===== config.mk =====
export PLATFORM = sky130hd
export DESIGN_NAME = int_ctrl_flat
export DESIGN_NICKNAME = d
export VERILOG_FILES = /design/src/rtl/int_ctrl_if.sv /design/src/rtl/int_ctrl.sv /design/src/flat_wrapper.sv
export SDC_FILE = /design/constraint.sdc
export NUM_CORES = 1
export LEC_CHECK = 0
export CORE_MARGIN = 2
export CORE_UTILIZATION = 47
export CTS_BUF_LIST = sky130_fd_sc_hd__clkbuf_4 sky130_fd_sc_hd__clkbuf_8 sky130_fd_sc_hd__clkbuf_16
export DETAILED_ROUTE_END_ITERATION = 7
export HOLD_SLACK_MARGIN = 0.05
export PLACE_DENSITY = 0.75
export SYNTH_ARGS = -nofsm -noshare
export SYNTH_HDL_FRONTEND = slang
export SYNTH_SLANG_ARGS = --single-unit

===== constraint.sdc =====
create_clock -name clk -period 2.05 [get_ports clk]
set_input_delay 0.5125 -clock clk [delete_from_list [all_inputs] [get_ports clk]]
set_output_delay 0.5125 -clock clk [all_outputs]
set_load 0.05 [all_outputs]

===== src/rtl/int_ctrl_if.sv =====
// int_ctrl_if: bus between the CPU core (master) and the interrupt
// controller (slave). Carries request lines, mask/enable writes, the CPU
// acknowledge/return handshake and the controller's vector/status outputs.
interface int_ctrl_if;
    logic [3:0] irq_in;
    logic       mask_we;
    logic [3:0] mask_wd;
    logic       gie_we;
    logic       gie_wd;
    logic       ack;
    logic       reti;
    logic       int_req;
    logic [9:0] int_vec;
    logic [3:0] pending;
    logic [3:0] in_service;

    modport master (
        output irq_in, mask_we, mask_wd, gie_we, gie_wd, ack, reti,
        input  int_req, int_vec, pending, in_service
    );

    modport slave (
        input  irq_in, mask_we, mask_wd, gie_we, gie_wd, ack, reti,
        output int_req, int_vec, pending, in_service
    );
endinterface


===== src/rtl/int_ctrl.sv =====
// int_ctrl: four-source fixed-priority interrupt controller.
// Source 0 has the highest priority. Each request line is synchronised,
// edge detected and latched as pending; an IDLE/REQ/SERV state machine
// presents one vector to the CPU at a time and tracks in-service sources.
// Optional feature: define INT_CTRL_NESTING_EN to let a strictly
// higher-priority source preempt the source(s) currently in service.
module int_ctrl (
    input  logic      clk,
    input  logic      reset,
    int_ctrl_if.slave bus
);
    typedef enum logic [1:0] {IDLE, REQ, SERV} state_t;

    state_t     state;
    logic [3:0] irq_p0, irq_p1, irq_p2;
    logic [3:0] rise;
    logic [3:0] mask;
    logic       gie;
    logic [3:0] pending;
    logic [3:0] in_service;
    logic [1:0] sel;
    logic       int_req;
    logic [9:0] int_vec;
    logic [3:0] eligible;
    logic [3:0] lowest_is;
    logic [3:0] ack_clr;

    // Highest-priority (lowest index) set bit of a request vector.
    function automatic logic [1:0] prio(input logic [3:0] v);
        prio = 2'd0;
        for (int i = 3; i >= 0; i--) begin
            if (v[i]) prio = 2'(i);
        end
    endfunction

    // Fixed vector address for each source.
    function automatic logic [9:0] vector(input logic [1:0] idx);
        case (idx)
            2'd0:    vector = 10'h3FB;
            2'd1:    vector = 10'h3FE;
            2'd2:    vector = 10'h3FD;
            default: vector = 10'h3FC;
        endcase
    endfunction

    function automatic logic [3:0] onehot(input logic [1:0] idx);
        onehot = 4'b0001 << idx;
    endfunction

    // Two-flop synchroniser plus a history flop for rising-edge detection.
    always_ff @(posedge clk) begin
        if (reset) begin
            irq_p0 <= 4'b0;
            irq_p1 <= 4'b0;
            irq_p2 <= 4'b0;
        end else begin
            irq_p0 <= bus.irq_in;
            irq_p1 <= irq_p0;
            irq_p2 <= irq_p1;
        end
    end

    assign rise = irq_p1 & ~irq_p2;

    // Software-written mask and global enable; decisions see the old value.
    always_ff @(posedge clk) begin
        if (reset) begin
            mask <= 4'b0;
            gie  <= 1'b0;
        end else begin
            if (bus.mask_we) mask <= bus.mask_wd;
            if (bus.gie_we)  gie  <= bus.gie_wd;
        end
    end

    assign eligible  = pending & ~mask & {4{gie}};
    // Isolate the highest-priority source currently in service.
    assign lowest_is = in_service & (~in_service + 4'd1);
    assign ack_clr   = (state == REQ && bus.ack) ? onehot(sel) : 4'b0;

`ifdef INT_CTRL_NESTING_EN
    logic [3:0] preempt;
    // Eligible sources strictly above everything in service.
    assign preempt = eligible & (lowest_is - 4'd1);
`endif

    // Controller state machine with registered request/vector outputs;
    // a new edge arriving on the ack cycle keeps its pending bit set.
    always_ff @(posedge clk) begin
        if (reset) begin
            state      <= IDLE;
            sel        <= 2'd0;
            int_req    <= 1'b0;
            int_vec    <= 10'h000;
            pending    <= 4'b0;
            in_service <= 4'b0;
        end else begin
            pending <= (pending & ~ack_clr) | rise;
            case (state)
                IDLE: begin
                    if (|eligible) begin
                        sel     <= prio(eligible);
                        int_vec <= vector(prio(eligible));
                        int_req <= 1'b1;
                        state   <= REQ;
                    end
                end
                REQ: begin
                    if (bus.ack) begin
                        in_service <= in_service | onehot(sel);
                        int_req    <= 1'b0;
                        int_vec    <= 10'h000;
                        state      <= SERV;
                    end
                end
                SERV: begin
                    if (bus.reti) begin
                        in_service <= in_service & ~lowest_is;
                        if ((in_service & ~lowest_is) == 4'b0) state <= IDLE;
                    end
`ifdef INT_CTRL_NESTING_EN
                    else if (|preempt) begin
                        sel     <= prio(preempt);
                        int_vec <= vector(prio(preempt));
                        int_req <= 1'b1;
                        state   <= REQ;
                    end
`endif
                end
                default: begin
                    state   <= IDLE;
                    int_req <= 1'b0;
                    int_vec <= 10'h000;
                end
            endcase
        end
    end

    assign bus.int_req    = int_req;
    assign bus.int_vec    = int_vec;
    assign bus.pending    = pending;
    assign bus.in_service = in_service;
endmodule


===== src/flat_wrapper.sv =====
// flat-port wrapper written by rule: the top's interface ports become plain ports
module int_ctrl_flat 
  (clk, reset, bus_irq_in, bus_mask_we, bus_mask_wd, bus_gie_we, bus_gie_wd, bus_ack, bus_reti, bus_int_req, bus_int_vec, bus_pending, bus_in_service);
  int_ctrl_if bus_i ();
  input  logic clk;
  input  logic reset;
  input wire logic [$bits(bus_i.irq_in)-1:0] bus_irq_in;
  input wire logic [$bits(bus_i.mask_we)-1:0] bus_mask_we;
  input wire logic [$bits(bus_i.mask_wd)-1:0] bus_mask_wd;
  input wire logic [$bits(bus_i.gie_we)-1:0] bus_gie_we;
  input wire logic [$bits(bus_i.gie_wd)-1:0] bus_gie_wd;
  input wire logic [$bits(bus_i.ack)-1:0] bus_ack;
  input wire logic [$bits(bus_i.reti)-1:0] bus_reti;
  output wire logic [$bits(bus_i.int_req)-1:0] bus_int_req;
  output wire logic [$bits(bus_i.int_vec)-1:0] bus_int_vec;
  output wire logic [$bits(bus_i.pending)-1:0] bus_pending;
  output wire logic [$bits(bus_i.in_service)-1:0] bus_in_service;
  assign bus_i.irq_in = bus_irq_in;
  assign bus_i.mask_we = bus_mask_we;
  assign bus_i.mask_wd = bus_mask_wd;
  assign bus_i.gie_we = bus_gie_we;
  assign bus_i.gie_wd = bus_gie_wd;
  assign bus_i.ack = bus_ack;
  assign bus_i.reti = bus_reti;
  assign bus_int_req = bus_i.int_req;
  assign bus_int_vec = bus_i.int_vec;
  assign bus_pending = bus_i.pending;
  assign bus_in_service = bus_i.in_service;
  int_ctrl u_core (.clk(clk), .reset(reset), .bus(bus_i));
endmodule

After elaboration in Yosys (flattened, before gate mapping)
Cells that the tools add are included.

word-level totals
  output and inout port bits = 19
  word-level logic and storage cells = 68
  flip-flop bits (word level) = 40
  bits of input ports = 15

cells by class
  equality and inequality tests = 8
  bitwise gates (word level) = 14
  muxes and demuxes = 23
  shifts and indexed selects = 1
  reduce and logical (&&, ||, !) cells = 10
  $add $sub $neg = 1

operator list
  kind                   count
  $pmux W10 S3           1
  $and A4 B4 Y4          6
  $mux W2                11
  $mux W10               2
  $not A4 Y4             5
  $mux W4                3
  $pmux W3 S3            1
  $or A4 B4 Y4           2
  $pmux W4 S2            1
  $pmux W2 S3            1
  $reduce_and A3 Y1      2
  $add A4 B1 Y4 const B  1
  $eq A2 B1 Y1 const B   2
  $eq A2 B2 Y1 const B   2
  $logic_not A2 Y1       2
  $logic_not A4 Y1       1
  $ne A2 B1 Y1 const B   2
  $ne A2 B2 Y1 const B   2
  $reduce_and A4 Y1      1
  $reduce_or A4 Y1       1
  $shl A1 B2 Y4 const A  1
  $pmux W1 S3            1
  $mux W1                2
  $reduce_and A2 Y1      1
  other kinds (3)        3

Longest topological paths before layout
  depth in word-level cells = 14
  depth in mapped cells = 4
  mapped depth without buffers = 4

Least setup slack after synthesis
No wires, ideal clock.

  kind = register to register
  start = register u_core.pending[3] (netlist: u_core.bus.pending[3])
  end = register u_core.int_vec[0] (netlist: u_core.bus.int_vec[0])
  data required time = 1,984 ps
  slack = 200 ps
  stages on the path, launching flop included = 5
  arrival time = 1,784 ps
  path buffers = 0
  library setup time = 66 ps
  path through = dfxtp_1 -> or2b_2 -> a41o_1 -> a2111o_1 -> a21oi_2

between the ends
  cells in the longest elaborated chain, start to end = 13
  elaborated cells on any way between the ends = 18

RTL lines
  item                                        line             source
  start: declaration                          int_ctrl.sv:19   logic [3:0] pending;
  start signal: assignment                    int_ctrl.sv:98   pending <= (pending & ~ack_clr) | rise;
  $and A4 B4 Y4 * (2 in a row)                int_ctrl.sv:76   assign eligible = pending & ~mask & {4{gie}};
  $mux W2 (4 in a row)                        int_ctrl.sv:32   if (v[i]) prio = 2'(i);
  $mux W2                                     int_ctrl.sv:101  if (|eligible) begin
  $mux W2                                     int_ctrl.sv:99   case (state)
  $mux W2                                     int_ctrl.sv:90   if (reset) begin
  $eq A2 B2 Y1, or another cell as far along  int_ctrl.sv:38   case (idx)
  $pmux W3 S3                                 int_ctrl.sv:38
  $mux W10                                    int_ctrl.sv:101
  $pmux W10 S3                                int_ctrl.sv:99
  end signal: assignment                      int_ctrl.sv:103  int_vec <= vector(prio(eligible));
  end: declaration                            int_ctrl.sv:23   logic [9:0] int_vec;

Mark *: on every way between the ends. The rest lies on a longest branch, timed or not. The select of a mux whose other input is x is not followed.
A chain may end at the register's enable or synchronous reset.

Final worst setup path
  start = register u_core.int_vec[2] (netlist: u_core.bus.int_vec[2])
  end = output bus_int_vec[2]

RTL lines
  item              line                source
  end: declaration  flat_wrapper.sv:15  output wire logic [$bits(bus_i.int_vec)-1:0] bus_int_vec;

No word-level cell between the ends.

==> PnR_summary.wiki <==
{| class="wikitable"
! Metric !! Value
|-
| Result of the run || completed
|-
| Vias in the first global route || 892
|-
| CP max FO || 2
|-
| Met3 usage in global routing || 0.05069
|-
| Placer's final routability congestion estimate || 0.8552
|-
| Ports placed on the boundary || 34
|-
| Endpoint required time on the critical path || 1.54 ns
|-
| Wire length of the first global-routing pass || 4077 um
|-
| Largest delay contributor family on the critical path || buffers and inverters
|-
| Count of yosys warnings during synthesis || 0
|-
| TritonCTS Sinks || 33
|-
| Worst-Skew Late Latency || 0.32 ns
|-
| Number of distinct library cells after synthesis || 31
|-
| Tightest Pin Transition || 0.5087 ns
|-
| Inserted Clock Buffers || 5
|-
| Detailed-route wire length per cell || 12.66 um
|-
| Non-filler cells in the finished layout || 197
|-
| Most numerous cell in the Yosys netlist || dfxtp_1
|-
| GRT Resource Usage Total || 0.1663
|-
| Share of the core filled with cells || 0.6406
|-
| Vias per std cell || around 5.2
|-
| HP Class || reg -> reg
|-
| Total DRC errors in the routed layout || 0
|-
| Buffers from clock root to sink, at most || 2
|-
| Die outline height || roughly 56 um
|-
| Crit path launch type || register
|-
| Core Area || 2545 um^2
|-
| IR Drop Worst-Case VDD || 0.0005474 V
|-
| Port bufs || 33
|-
| Pin count of the biggest net entering global routing || 12
|-
| Post-detailed-placement half-perimeter wirelength || 1900 um
|-
| Initial Utilization || 0.5064
|-
| Reg2reg setup slack || 0.34 ns
|-
| CTS tree || built
|-
| Total setup buffers inserted after CTS || 0
|-
| Top cells by count, synth || dfxtp_1 (33), nor2b_1 (15), nor2_1 (13)
|-
| Overall die width || around 56 um
|-
| Critical path class || reg -> out
|-
| Number of detailed-route iterations in the first pass || 4
|-
| Clock slew at reported path FFs || 0.10 ns
|-
| Met2 GRT Util || 0.2689
|-
| Layout cell share with drive strength beyond 1 || 0.1796
|-
| Post-Route WL || 2494 um
|-
| Number of cell rows || 18
|-
| Violation count after the first detailed-routing iteration || 31
|-
| Number of synthesized flops with an enable pin || 0
|-
| Met1 track utilization from global routing || 0.2011
|-
| Fillers || 235
|-
| Layout Skew || 0.002263 ns
|-
| Arr. time, crit path || 1.49 ns
|-
| Count of antenna-violating nets left after detailed routing || 0
|-
| Time the worst path needs with I/O delays and setup || 2.000 ns
|-
| Cell count after synthesis || 134
|-
| Setup violations, final || 0
|-
| Pwr Density || 735.0 nW/um^2
|-
| Fraction of the cycle the final worst path needs || 0.9757
|-
| Final total negative setup slack || 0 ns
|-
| Area share of the leading cell type in the synthesized netlist || 0.5126
|-
| Top cell type by total area after synthesis || dfxtp_1
|-
| Most congested layer reported by global routing || met2
|-
| Endpoints failing hold || 0
|-
| Ant diodes || 0
|-
| Critical path endpoint category || primary output
|-
| Area delta synth->final || 26.50%
|-
| Number of nets produced by synthesis || approximately 150
|-
| # H-tree levels || 2
|-
| Critical path, cell by cell || clkdlybuf4s50_1
|-
| Total via count in the routed design || 1,018
|-
| Timing-limited maximum frequency || 500.0 MHz
|-
| Number of maximum-capacitance violations || 0
|-
| Lkg Pwr || 0.6918 nW
|-
| Cell with the largest stage delay on the worst path || clkdlybuf4s50_1
|-
| Count of buffering cells on the critical path with inverters included || 1
|-
| Cell at the root of the clock tree || clkbuf_4
|-
| Initial antenna violation count || 0
|-
| GRT overflow || 0
|-
| Relative slew slack || 0.6598
|-
| Area of the die || 3177 um^2
|-
| Primary FF master, synth || dfxtp_1
|-
| Number of hold buffers added after CTS || 0
|-
| Mean instance size in the synthesized netlist || about 9.6 um^2
|-
| Slew Limit Fails || 0
|-
| Main area contributors after synthesis || dfxtp_1 (51%), nor2b_1 (7.3%), a21oi_1 (4.7%)
|-
| Flops & latches, synth || 33
|-
| CP peak stage delay || 0.81 ns
|-
| Final-stage net count || approximately 180
|-
| Async set-or-reset flop fraction in the synthesized netlist || 0
|-
| Cell area after synthesis || 1289 um^2
|-
| Number of placed instances with taps included || 189
|-
| Part of the Yosys area used for sequential elements || 0.5126
|-
| Final hold slack || 0.4478 ns
|}
==> registers in the layout, summed over array words and instances (netlist names) <==
name / flops
u_core.irq_p2: 4
u_core.irq_p1: 4
u_core.irq_p0: 4
u_core.gie: 1
u_core.bus.pending: 4
u_core.bus.in_service: 4
u_core.mask: 4
u_core.bus.int_vec: 4
u_core.state: 2
u_core.sel: 2
==> power by group <==
group	leakage, nW	internal (mW)	total [mW]	switching [mW]
Clock	0.0310	0.129	0.342	0.213
Sequential	0.270	0.666	0.681	0.0157
Combinational	0.391	0.0765	0.175	0.0983
==> what timing repair did <==
| item | 4_1_cts | 5_1_grt |
|---|---|---|
| cloned | 0 | 0 |
| gates resized for setup | 1 | 2 |
| setup endpoints to repair | 1 | 2 |
==> metal layers <==
| metal | vias to the layer above | part of all wire |
|---|---|---|
| met1 | 467 | 0.43 |
| met3 | 4 | 0.047 |
| met5 | - | 0 |
| met2 | 33 | 0.51 |
| met4 | 0 | 0.0092 |
| li1 | 514 | - |
==> cell families after synthesis <==
logic type      share of synthesized area
simple gates                       0.2398
flops                              0.5126
compound gates                     0.1398
buf+inv                           0.06893
mux                               0.03884
==> through the flow <==
step                      area (um^2)  setup WS, ns  power, mW
after floorplan                  1289        0.2004     0.8122
after global placement           1572        0.2554     0.8683
after detailed placement         1572        0.2463     0.8716
after CTS                        1625      0.002419      1.214
after global routing             1630      -0.01247      1.255
final                            1630       0.04990      1.198
==> cell type report <==
cell class	count	area, um^2	area share
inverters	3	11.26	0.006907
repair buffers	36	326.6	0.2003
multi-input cells	87	539.3	0.3308
clock buffers	5	37.54	0.02302
flip-flops and latches	33	660.6	0.4052
clock inverters	3	17.52	0.01074
well taps	30	37.54	0.02302
==> cell usage in the layout (no fill, tap or decap), types with 4 or more instances in the layout <==
cell type,n
a21oi_1,12
dfxtp_1,33
mux2i_1,5
clkdlybuf4s50_1,18
nand3_1,4
nand2_1,5
o21ai_0,4
clkbuf_4,5
nor2_1,13
nor2b_1,15
buf_4,15
==> worst paths after layout <==
| check | depth (start not counted) | from | to |
|---|---|---|---|
| worst min register to register | 1 | u_core.irq_p0[1] | u_core.irq_p1[1] |
| worst max register to register | 4 | u_core.gie | u_core.bus.int_vec[0] |
| worst min-delay path | 1 | u_core.irq_p0[1] | u_core.irq_p1[1] |
| worst max-delay path | 1 | u_core.bus.int_vec[2] | bus_int_vec[2] |
Power figures use the tool's default switching activity.
